[src/rtl/tff_stream_decoder.sv]
// -----------------------------------------------------------------------------
// tff_stream_decoder
//   Receive side of a toggle-encoded serial link. Each accepted t_in bit says
//   whether the line level inverts (1) or holds (0). A T flip-flop built from a
//   D register rebuilds the level stream. Rebuilt levels are deserialised LSB
//   first into a WIDTH-bit word. A trailing even-parity bit is checked, and the
//   word is delivered with a one-cycle data_valid pulse.
//
// Ports:
//   clk        in   rising-edge clock
//   rst        in   asynchronous reset, active-low
//   start      in   frame-start pulse, honoured only while idle
//   t_valid    in   qualifies t_in
//   t_in       in   toggle bit (1 = invert level, 0 = hold)
//   level_q    out  current rebuilt line level (T flip-flop state)
//   busy       out  high while a frame is being received
//   data       out  last completed word, held until the next frame completes
//   data_valid out  one-cycle pulse when data / parity_err update
//   parity_err out  1 when the last frame failed even parity
// -----------------------------------------------------------------------------
module tff_stream_decoder #(
  parameter int WIDTH = 8,
  parameter int CNT_W = 5
) (
  input  logic             clk,
  input  logic             rst,
  input  logic             start,
  input  logic             t_valid,
  input  logic             t_in,
  output logic             level_q,
  output logic             busy,
  output logic [WIDTH-1:0] data,
  output logic             data_valid,
  output logic             parity_err
);

  typedef enum logic [1:0] {
    ST_IDLE   = 2'd0,
    ST_SHIFT  = 2'd1,
    ST_PARITY = 2'd2
  } state_t;

  localparam logic [CNT_W-1:0] LAST_BIT = CNT_W'(WIDTH - 1);

  state_t           r_state;
  logic             r_level;
  logic [WIDTH-1:0] r_sr;
  logic [CNT_W-1:0] r_cnt;
  logic [WIDTH-1:0] r_data;
  logic             r_data_valid;
  logic             r_parity_err;

  // Rebuilt level for the bit on the wire this cycle: the T flip-flop's next state.
  logic w_bit;
  assign w_bit = r_level ^ t_in;

  // NOTE: all state below is updated with non-blocking assignments so every
  // register samples the pre-edge values of its neighbours (w_bit and r_sr
  // must see the old level / old shift contents in the same edge).
  always_ff @(posedge clk or negedge rst) begin
    if (!rst) begin
      r_state      <= ST_IDLE;
      r_level      <= 1'b0;
      r_sr         <= '0;
      r_cnt        <= '0;
      r_data       <= '0;
      r_data_valid <= 1'b0;
      r_parity_err <= 1'b0;
    end else begin
      r_data_valid <= 1'b0;
      case (r_state)
        ST_IDLE: begin
          // A strobe arriving with start is discarded; the frame's reference
          // level is 0 regardless of what the line held before.
          if (start) begin
            r_state <= ST_SHIFT;
            r_level <= 1'b0;
            r_cnt   <= '0;
            r_sr    <= '0;
          end
        end
        ST_SHIFT: begin
          if (t_valid) begin
            r_level <= w_bit;
            r_sr    <= {w_bit, r_sr[WIDTH-1:1]};
            r_cnt   <= r_cnt + 1'b1;
            if (r_cnt == LAST_BIT) begin
              r_state <= ST_PARITY;
            end
          end
        end
        ST_PARITY: begin
          if (t_valid) begin
            r_level      <= w_bit;
            // Even parity: ones in data plus the parity bit must be even.
            r_parity_err <= (^r_sr) ^ w_bit;
            r_data       <= r_sr;
            r_data_valid <= 1'b1;
            r_state      <= ST_IDLE;
          end
        end
        default: begin
          r_state <= ST_IDLE;
        end
      endcase
    end
  end

  assign level_q    = r_level;
  assign busy       = (r_state != ST_IDLE);
  assign data       = r_data;
  assign data_valid = r_data_valid;
  assign parity_err = r_parity_err;

endmodule

[config.mk]
export PLATFORM = sky130hd
export DESIGN_NAME = tff_stream_decoder
export DESIGN_NICKNAME = d
export VERILOG_FILES = /design/src/rtl/tff_stream_decoder.sv
export SDC_FILE = /design/constraint.sdc
export NUM_CORES = 1
export LEC_CHECK = 0
export BUFFER_PORTS_ARGS = -buffer_cell sky130_fd_sc_hd__buf_2
export CORE_MARGIN = 10
export CORE_UTILIZATION = 24
export DETAILED_ROUTE_END_ITERATION = 10
export PLACE_DENSITY = 0.49
export SLEW_MARGIN = 10
export SYNTH_ARGS = -nofsm -noshare
export SYNTH_HDL_FRONTEND = slang
export SYNTH_SLANG_ARGS = --single-unit
[constraint.sdc]
create_clock -name clk -period 2 [get_ports clk]
set_clock_uncertainty 0.05 [all_clocks]
set_input_delay 0.2 -clock clk [delete_from_list [all_inputs] [get_ports clk]]
set_output_delay 0.2 -clock clk [all_outputs]
set_load 0.005 [all_outputs]
==> reports/summary.txt, run 1 <==
Initial antenna violation count: 0
Starting density of the core: 0.2540
VDD IR max: 0.5786 mV
Vias in the first global route: 898
Synth Area per Inst: 12.12 um^2
Synth Instances: 101
Sw Ratio: 0.3358
Synth warn: 0
Top delay family on crit path: simple AND/OR/NAND/NOR gates
H-tree levels: 1
Final Cycle Share: 0.9344
Adder-cell area share of the yosys netlist: 0.05112
Most common flop cell mapped by yosys: dfrtp_1
# diodes: 0
Maxcap violations: 0
First-pass GRT wire length: 4340 um
Sequential area share after synthesis: 0.5317
CP Buf/Inv Count: 1
Post-synth top area cell: dfrtp_1
Part of the power in the clock network: 0.234
Hold Vio Cnt, Final: 0
Fillers: 534
Setup_tns: 0 ns
Slew HR: 0.5994
Total GRT Usage: 0.06127
Final core utilization: 0.3023
Worst min path class: in -> reg
EDFF count, synth: 0
Reg-to-reg startpoint: r_state[0]
Yosys reg bits: 26
Worst EP arrival: 2.03 ns
Gpl congestion: 0.7185
Slowest CP cell: or4b_1
Reg-to-Reg End: r_cnt[4]
Area share of the largest cell type after synthesis: 0.5317
DR vias/cell: 4.344
Post-synthesis mux area share: 0.09509
Power per cell area: 1290 nW/um^2
WHS Endpoint: r_cnt[0]
Ports: 17
RSZ-0062 raised after global routing: no
Startpoint types: register
Total CTS buffers: 3
Gate power share: 0.358
Leak: 0.7385 nW
Max-slew violation count: 0
Post-cts sizing count: 0
Sequential power share: 0.408
Dpl cell area: 1375 um^2
Die ar.: 8355 um^2
Fmax: 0.5351 GHz
Post-synthesis xor/xnor area fraction: 0.06851
Final global-route overflow total: 0
Least-Margin Pin Slew: 0.6008 ns
Area Overhead vs Synth: 19.02%
Drt drc: 0
Clock-pin slew on the worst setup and hold paths: 0.10 ns
Clk Latency, worst-skew pair: 0.27 ns
Core area: 4817 um^2
CTS Hold Bufs: 1
Asr flop ratio synth: 1.000
Pin count of the biggest net entering global routing: 27
Hold path depth: 3
Clock Sink Count: 26
Number of post-CTS setup repair buffers: 0
ANT nets after route: 0
CP peak stage delay: 0.53 ns
Syn Nets: 111
R2R depth: 6
Endpoints failing setup: 0
Largest family of logic cells by synthesized area: compound AO/OA/AOI/OAI gates
Root Buffer: clkbuf_8
Iter 0 DRT Violations: 45
Worst path required time: 2.16 ns
Worst setup EP type: register
Crit Path Max Fanout: 15
Synth area leaders: dfrtp_1 (53%), mux2_2 (8.3%), a22o_1 (7.2%)
Status: completed
First drt pass iteration count: 4
Vias: 808
Drt total wl: 2377 um
# rows: 25
Design area: 1456 um^2
Most frequent cells in the layout: dfrtp_1 (26), buf_2 (16), a22o_1 (10)
Commonest non-fill, non-tap cell in the layout: dfrtp_1
Synth cell types: 26
IO Port Bufs: 16
Mapped Area: 1224 um^2
Cell Chain, Critical Path: inv_1 > ha_1 > nand2b_1 > nand2_4 > or4b_1 > nand3_1
Final critical-path required period: 1.869 ns
Wire length per cell: 12.78 um
NetSw: 0.0006310 W
Die W: 91.41 um
Die Y: 91.41 um
Setup CP Type: reg -> reg
Pint: 0.001248 W
Synth Area in Compound Gates: 0.1186
Share of cells above drive strength 1: 0.2689
Flop2flop setup slack: 0.13 ns
Hold path start: t_valid
Clock buffer depth: 2
Post-detail-place hpwl: 1739 um
Final hold slack: 0.3050 ns
Simple-gate share of the synthesized area: 0.1063
Total Nets Final: 130
TritonCTS clock tree: done
[cells in the mapped netlist, types with 2 or more instances]
master,count
nand2b_1,2
nor2_1,4
ha_1,5
mux2_2,9
nand3_1,7
nand2_1,7
a22o_1,10
buf_2,4
inv_1,4
dfrtp_1,26
xnor2_1,6
o21ai_1,2
o21ai_0,2
[sequential cells by signal (all words and copies together) (netlist names)]
name	flops
r_sr	8
data	8
level_q	1
r_state	2
parity_err	1
r_cnt	5
data_valid	1
[how the worst max path moves through the flow]
stage / start / end / slack, ns / cells after the start
finish: r_state[0] / r_cnt[4] / 0.13 / 6
global route: r_state[0] / r_cnt[4] / 0.03 / 6
CTS: r_state[0] / r_cnt[4] / 0.15 / 6
detailed placement: r_state[0] / r_cnt[4] / 0.18 / 6
global placement: r_state[0] / r_cnt[4] / 0.29 / 6
floorplan: r_state[1] / r_state[0] / 0.41 / 7
[worst min-delay path: stages]
cell and delay (ns):
buf_2 0.14, mux2_4 0.18, a31oi_1 0.08
[power groups by stage]
| stage | Sequential, W | Clock [W] | Combinational (W) |
|---|---|---|---|
| 6_report | 0.000766 | 0.000441 | 0.000673 |
| 5_1_grt | 0.000791 | 0.000484 | 0.000768 |
| 3_3_place_gp | 0.000771 | 0 | 0.000652 |
| 2_1_floorplan | 0.000753 | 0 | 0.000525 |
| 3_5_place_dp | 0.000777 | 0 | 0.000686 |
| 4_1_cts | 0.000768 | 0.000455 | 0.000686 |
[per-layer routing]
layer / wire (um) / global-route usage / up-vias
met5: 0 / 0 / -
met4: 11 / 0.007833 / 0
met3: 132 / 0.02881 / 2
met2: 1140 / 0.1019 / 13
met1: 1092 / 0.07177 / 399
li1: - / - / 394
[logic make-up (layout without fill, tap and decap cells)]
family,after synthesis,count (layout)
xor gates and xnor gates,8,8
muxes,10,10
DFF,26,26
AOI/OAI and AO/OA,19,19
and+or+nand+nor,25,25
buffers and inverters,8,26
adders and majority gates,5,5
[per-stage QoR]
| stage | setup WS (ns) | total power (W) | std cells |
|---|---|---|---|
| final | 0.1312 | 0.001879 | 186 |
| after CTS | 0.1512 | 0.001909 | 186 |
| after floorplan | 0.4137 | 0.001278 | 101 |
| after global routing | 0.02670 | 0.002043 | 186 |
| after global placement | 0.2888 | 0.001423 | 181 |
| after detailed placement | 0.1786 | 0.001462 | 181 |
[layout make-up]
cell class	count	area [um^2]	area share
Sequential cell	26	650.6	0.4467
Multi-Input combinational cell	67	538.0	0.3694
Timing Repair Buffer	18	97.59	0.06701
Tap cell	67	83.83	0.05756
Clock buffer	3	41.29	0.02835
Clock inverter	1	30.03	0.02062
Inverter	4	15.01	0.01031
Power figures use the tool's default switching activity.
==> run 2: changes to the inputs <==
Settings changed: CORE_UTILIZATION 24 to 45, GPL_TIMING_DRIVEN set to 0, PLACE_DENSITY 0.49 to 0.74.
==> run 2 against run 1 <==
Non-clock buffer count rose by 3; register-to-register slack better by 0.08 ns; wire length is 10% lower; total power is 9.7% lower; fmax grew 4.7%; clock-buffer cell count increased by 1; critical path type unchanged.
==> reports/summary.txt, run 2 (same netlist as run 1, synthesis figures left out) <==
Status: completed
Initial antenna violation count: 0
Number of post-CTS setup repair buffers: 0
Die Y: 72.15 um
DR vias/cell: 5.421
Drt drc: 0
Hold path depth: 3
Area Overhead vs Synth: 13.39%
VDD IR max: 0.9159 mV
Leak: 0.7337 nW
Final core utilization: 0.5452
# rows: 18
Endpoints failing setup: 0
Die ar.: 5205 um^2
Multi-input gate area: 538.0 um^2
Clock Sink Count: 26
Least-Margin Pin Slew: 0.5716 ns
Max-slew violation count: 0
Worst path required time: 2.21 ns
Vias in the first global route: 849
Fillers: 245
Worst min path class: in -> reg
Final Cycle Share: 0.8927
Startpoint types: register
Clock-pin slew on the worst setup and hold paths: 0.13 ns
# diodes: 0
Flop2flop setup slack: 0.21 ns
Crit Path Max Fanout: 6
Slew HR: 0.6190
Finished Layout Cells: 152
Worst EP arrival: 2.00 ns
IO Port Bufs: 16
Most frequent cells in the layout: dfrtp_1 (26), buf_2 (20), a22o_1 (10)
Vias: 824
R2R depth: 6
Power per cell area: 1222 nW/um^2
Root Buffer: clkbuf_4
First drt pass iteration count: 4
ANT nets after route: 0
Gpl congestion: 0.7462
Register Area: 650.6 um^2
Fmax: 0.5601 GHz
Final critical-path required period: 1.785 ns
Worst setup EP type: register
Clk Latency, worst-skew pair: 0.31 ns
Hold Vio Cnt, Final: 0
Core area: 2545 um^2
Final hold slack: 0.2214 ns
Setup_tns: 0 ns
Share of cells above drive strength 1: 0.2869
Drt total wl: 2130 um
Setup CP Type: reg -> reg
First-pass GRT wire length: 3732 um
Total Nets Final: 133
Post-detail-place hpwl: 1582 um
Maxcap violations: 0
Total CTS buffers: 3
Starting density of the core: 0.4808
Die W: 72.15 um
H-tree levels: 1
Wire length per cell: 14.01 um
RSZ-0062 raised after global routing: no
Clock buffer depth: 2
Commonest non-fill, non-tap cell in the layout: dfrtp_1
Ports: 17
Final global-route overflow total: 0
Total GRT Usage: 0.08843
Pin count of the biggest net entering global routing: 27
Placed insts: 147
TritonCTS clock tree: done
Iter 0 DRT Violations: 25
-- run 2: cell types whose count changed in the layout (fill, tap and decap cells not counted), sizes merged --
cell / delta
buf: +3
bufinv: -1
clkbuf: +1
-- run 2: critical path, stage by stage, from the launching register on --
cell	delay, ns
dfrtp_1	0.40
inv_1	0.09
ha_1	0.23
nand2b_1	0.24
nand2_4	0.11
or4b_1	0.51
nand3_1	0.09
-- run 2: per-stage QoR --
stage | power (W) | area [um^2] | setup slack (ns)
after floorplan | 0.001278 | 1224 | 0.4137
after global placement | 0.001421 | 1341 | 0.3076
after detailed placement | 0.001454 | 1341 | 0.2352
after CTS | 0.001720 | 1388 | 0.2015
after global routing | 0.001840 | 1388 | 0.1041
final | 0.001696 | 1388 | 0.2146
-- run 2: metal layers --
metal	wire length, um	GRT usage
met4	26	0.03441
met5	0	0
met1	944	0.09481
met3	158	0.04218
met2	1001	0.1467
-- run 2: path summary, 6_finish.rpt --
| check | startpoint | to |
|---|---|---|
| setup / recovery | r_state[1] | r_cnt[4] |
| hold / removal | t_valid | data[7] |
| setup reg to reg | r_state[1] | r_cnt[4] |
| hold reg to reg | parity_err | parity_err |
| max in group asynchronous | rst | r_sr[4] |
| min in group asynchronous | rst | data[2] |
-- run 2: power breakdown --
group | switching [W] | total, W | internal (W) | leakage [nW]
combinational | 0.000334 | 0.000670 | 0.000336 | 0.363
clock | 0.000150 | 0.000261 | 0.000111 | 0.0210
sequential | 0.000119 | 0.000765 | 0.000646 | 0.350
total | 0.000602 | 0.00170 | 0.00109 | 0.734
-- run 2: repair_timing --
action                    in CTS  in global routing
hold buffers                   1                  0
hold endpoints to repair      26                  0
resized for setup              0                  0
-- run 2: cell type report --
type | instances | area share
Inverter | 4 | 0.01082
Buffer | 4 | 0.01443
Timing Repair Buffer | 17 | 0.06492
Clock buffer | 4 | 0.02615
Sequential cell | 26 | 0.4689
Tap cell | 30 | 0.02705
Multi-Input combinational cell | 67 | 0.3877
==> run 3: changes to the inputs <==
Settings changed: CELL_PAD_IN_SITES_DETAIL_PLACEMENT set to 1, CELL_PAD_IN_SITES_GLOBAL_PLACEMENT set to 1, CORE_UTILIZATION 45 to 44, PLACE_DENSITY 0.74 to 0.85.
==> run 3 against run 2 <==
Sequential share of layout area about the same; flip-flop and latch count unchanged; worst hold slack improved by 0.0099 ns; largest cell class unchanged; largest power group unchanged.
==> reports/summary.txt, run 3 (same netlist as run 1, synthesis figures left out) <==
Status: completed
First-pass GRT wire length: 4340 um
IO Port Bufs: 16
Hold Vio Cnt, Final: 0
Vias: 833
RSZ-0062 raised after global routing: no
First drt pass iteration count: 2
Ports: 17
Cell Chain, Critical Path: inv_1 > ha_1 > nand2b_1 > o21ai_1 > a21oi_1 > mux2_2
Die Y: 72.74 um
Max-slew violation count: 0
Pin count of the biggest net entering global routing: 27
# diodes: 0
Clock Sink Count: 26
CTS Hold Bufs: 1
Top delay family on crit path: flip-flops
Number of post-CTS setup repair buffers: 0
NetSw: 0.0006218 W
Worst path required time: 2.18 ns
Worst EP arrival: 1.95 ns
# rows: 19
Gpl congestion: 0.7150
Slowest CP cell: dfrtp_1
Pint: 0.001095 W
ANT nets after route: 0
Total CTS buffers: 3
Post-detail-place hpwl: 1852 um
Worst setup EP type: register
Post-cts sizing count: 0
Total Nets Final: 133
Drt drc: 0
Area Overhead vs Synth: 13.50%
Commonest non-fill, non-tap cell in the layout: dfrtp_1
H-tree levels: 1
Setup CP Type: reg -> reg
Share of cells above drive strength 1: 0.2869
Worst min path class: in -> reg
Clock-pin slew on the worst setup and hold paths: 0.14 ns
Total GRT Usage: 0.1039
Leak: 0.7337 nW
DR vias/cell: 5.444
Sequential power share: 0.447
Die ar.: 5290 um^2
Startpoint types: register
TritonCTS clock tree: done
Fillers: 312
Fmax: 0.5661 GHz
Total power: 0.001717 W
Sw Ratio: 0.3622
Setup_tns: 0 ns
Core area: 2710 um^2
Vias in the first global route: 916
Final core utilization: 0.5125
Final critical-path required period: 1.767 ns
Final Cycle Share: 0.8833
Wire length per cell: 15.95 um
Root Buffer: clkbuf_4
Least-Margin Pin Slew: 0.5713 ns
Iter 0 DRT Violations: 27
Initial antenna violation count: 0
Die W: 72.74 um
Maxcap violations: 0
Drt total wl: 2441 um
Clk Latency, worst-skew pair: 0.33 ns
Most frequent cells in the layout: dfrtp_1 (26), buf_2 (20), a22o_1 (10)
Final global-route overflow total: 0
CP peak stage delay: 0.40 ns
Clock buffer depth: 2
VDD IR max: 0.6791 mV
Crit Path Max Fanout: 6
Slew HR: 0.6192
Part of the power in the clock network: 0.155
CP Buf/Inv Count: 1
Gate power share: 0.398
Starting density of the core: 0.4515
Endpoints failing setup: 0
Power per cell area: 1236 nW/um^2
[run 3: worst paths after layout]
path                            start         end  slack (ns)  depth (start not counted)
hold / removal                t_valid     data[7]        0.23                          3
setup reg to reg           r_state[0]  r_state[0]        0.23                          6
max in group asynchronous         rst     data[6]        1.17                          2
hold reg to reg               data[0]     data[0]        0.47                          1
min in group asynchronous         rst  parity_err        0.34                          2
setup / recovery           r_state[0]  r_state[0]        0.23                          6
[run 3: per-layer routing]
metal | track usage | share of wire | up-vias
met5 | 0 | 0 | -
met4 | 0.05063 | 0.014 | 0
met3 | 0.02721 | 0.040 | 4
met2 | 0.1792 | 0.51 | 17
met1 | 0.1151 | 0.44 | 412
li1 | - | - | 400
[run 3: layout make-up]
class | instances | area (um^2) | share of cell area
multi-input combinational | 67 | 538.0 | 0.3874
inverter | 4 | 15.01 | 0.01081
sequential | 26 | 650.6 | 0.4685
buffer | 4 | 20.02 | 0.01441
clock buffer | 4 | 36.28 | 0.02613
timing repair buffer | 17 | 90.09 | 0.06486
tap | 31 | 38.79 | 0.02793
[run 3: power groups by stage]
| stage | sequential [W] | clock, W | combinational [W] |
|---|---|---|---|
| global placement | 0.000768 | 0 | 0.000656 |
| detailed placement | 0.000782 | 0 | 0.000694 |
| floorplan | 0.000753 | 0 | 0.000525 |
| finish | 0.000768 | 0.000266 | 0.000683 |
| CTS | 0.000772 | 0.000277 | 0.000698 |
| global route | 0.000793 | 0.000303 | 0.000784 |
[run 3: worst min-delay path, cell delays in order]
cell     delay [ns]
buf_2          0.13
nand2_1        0.10
mux2_2         0.15
[run 3: per-stage QoR]
step / hold slack, ns / area (um^2) / setup WS, ns / std cells
floorplan: -0.1456 / 1224 / 0.4137 / 101
global placement: 0.1751 / 1343 / 0.3132 / 148
detailed placement: 0.1849 / 1343 / 0.2349 / 148
CTS: 0.2240 / 1389 / 0.2150 / 153
global route: 0.2479 / 1389 / 0.08192 / 153
finish: 0.2313 / 1389 / 0.2335 / 153
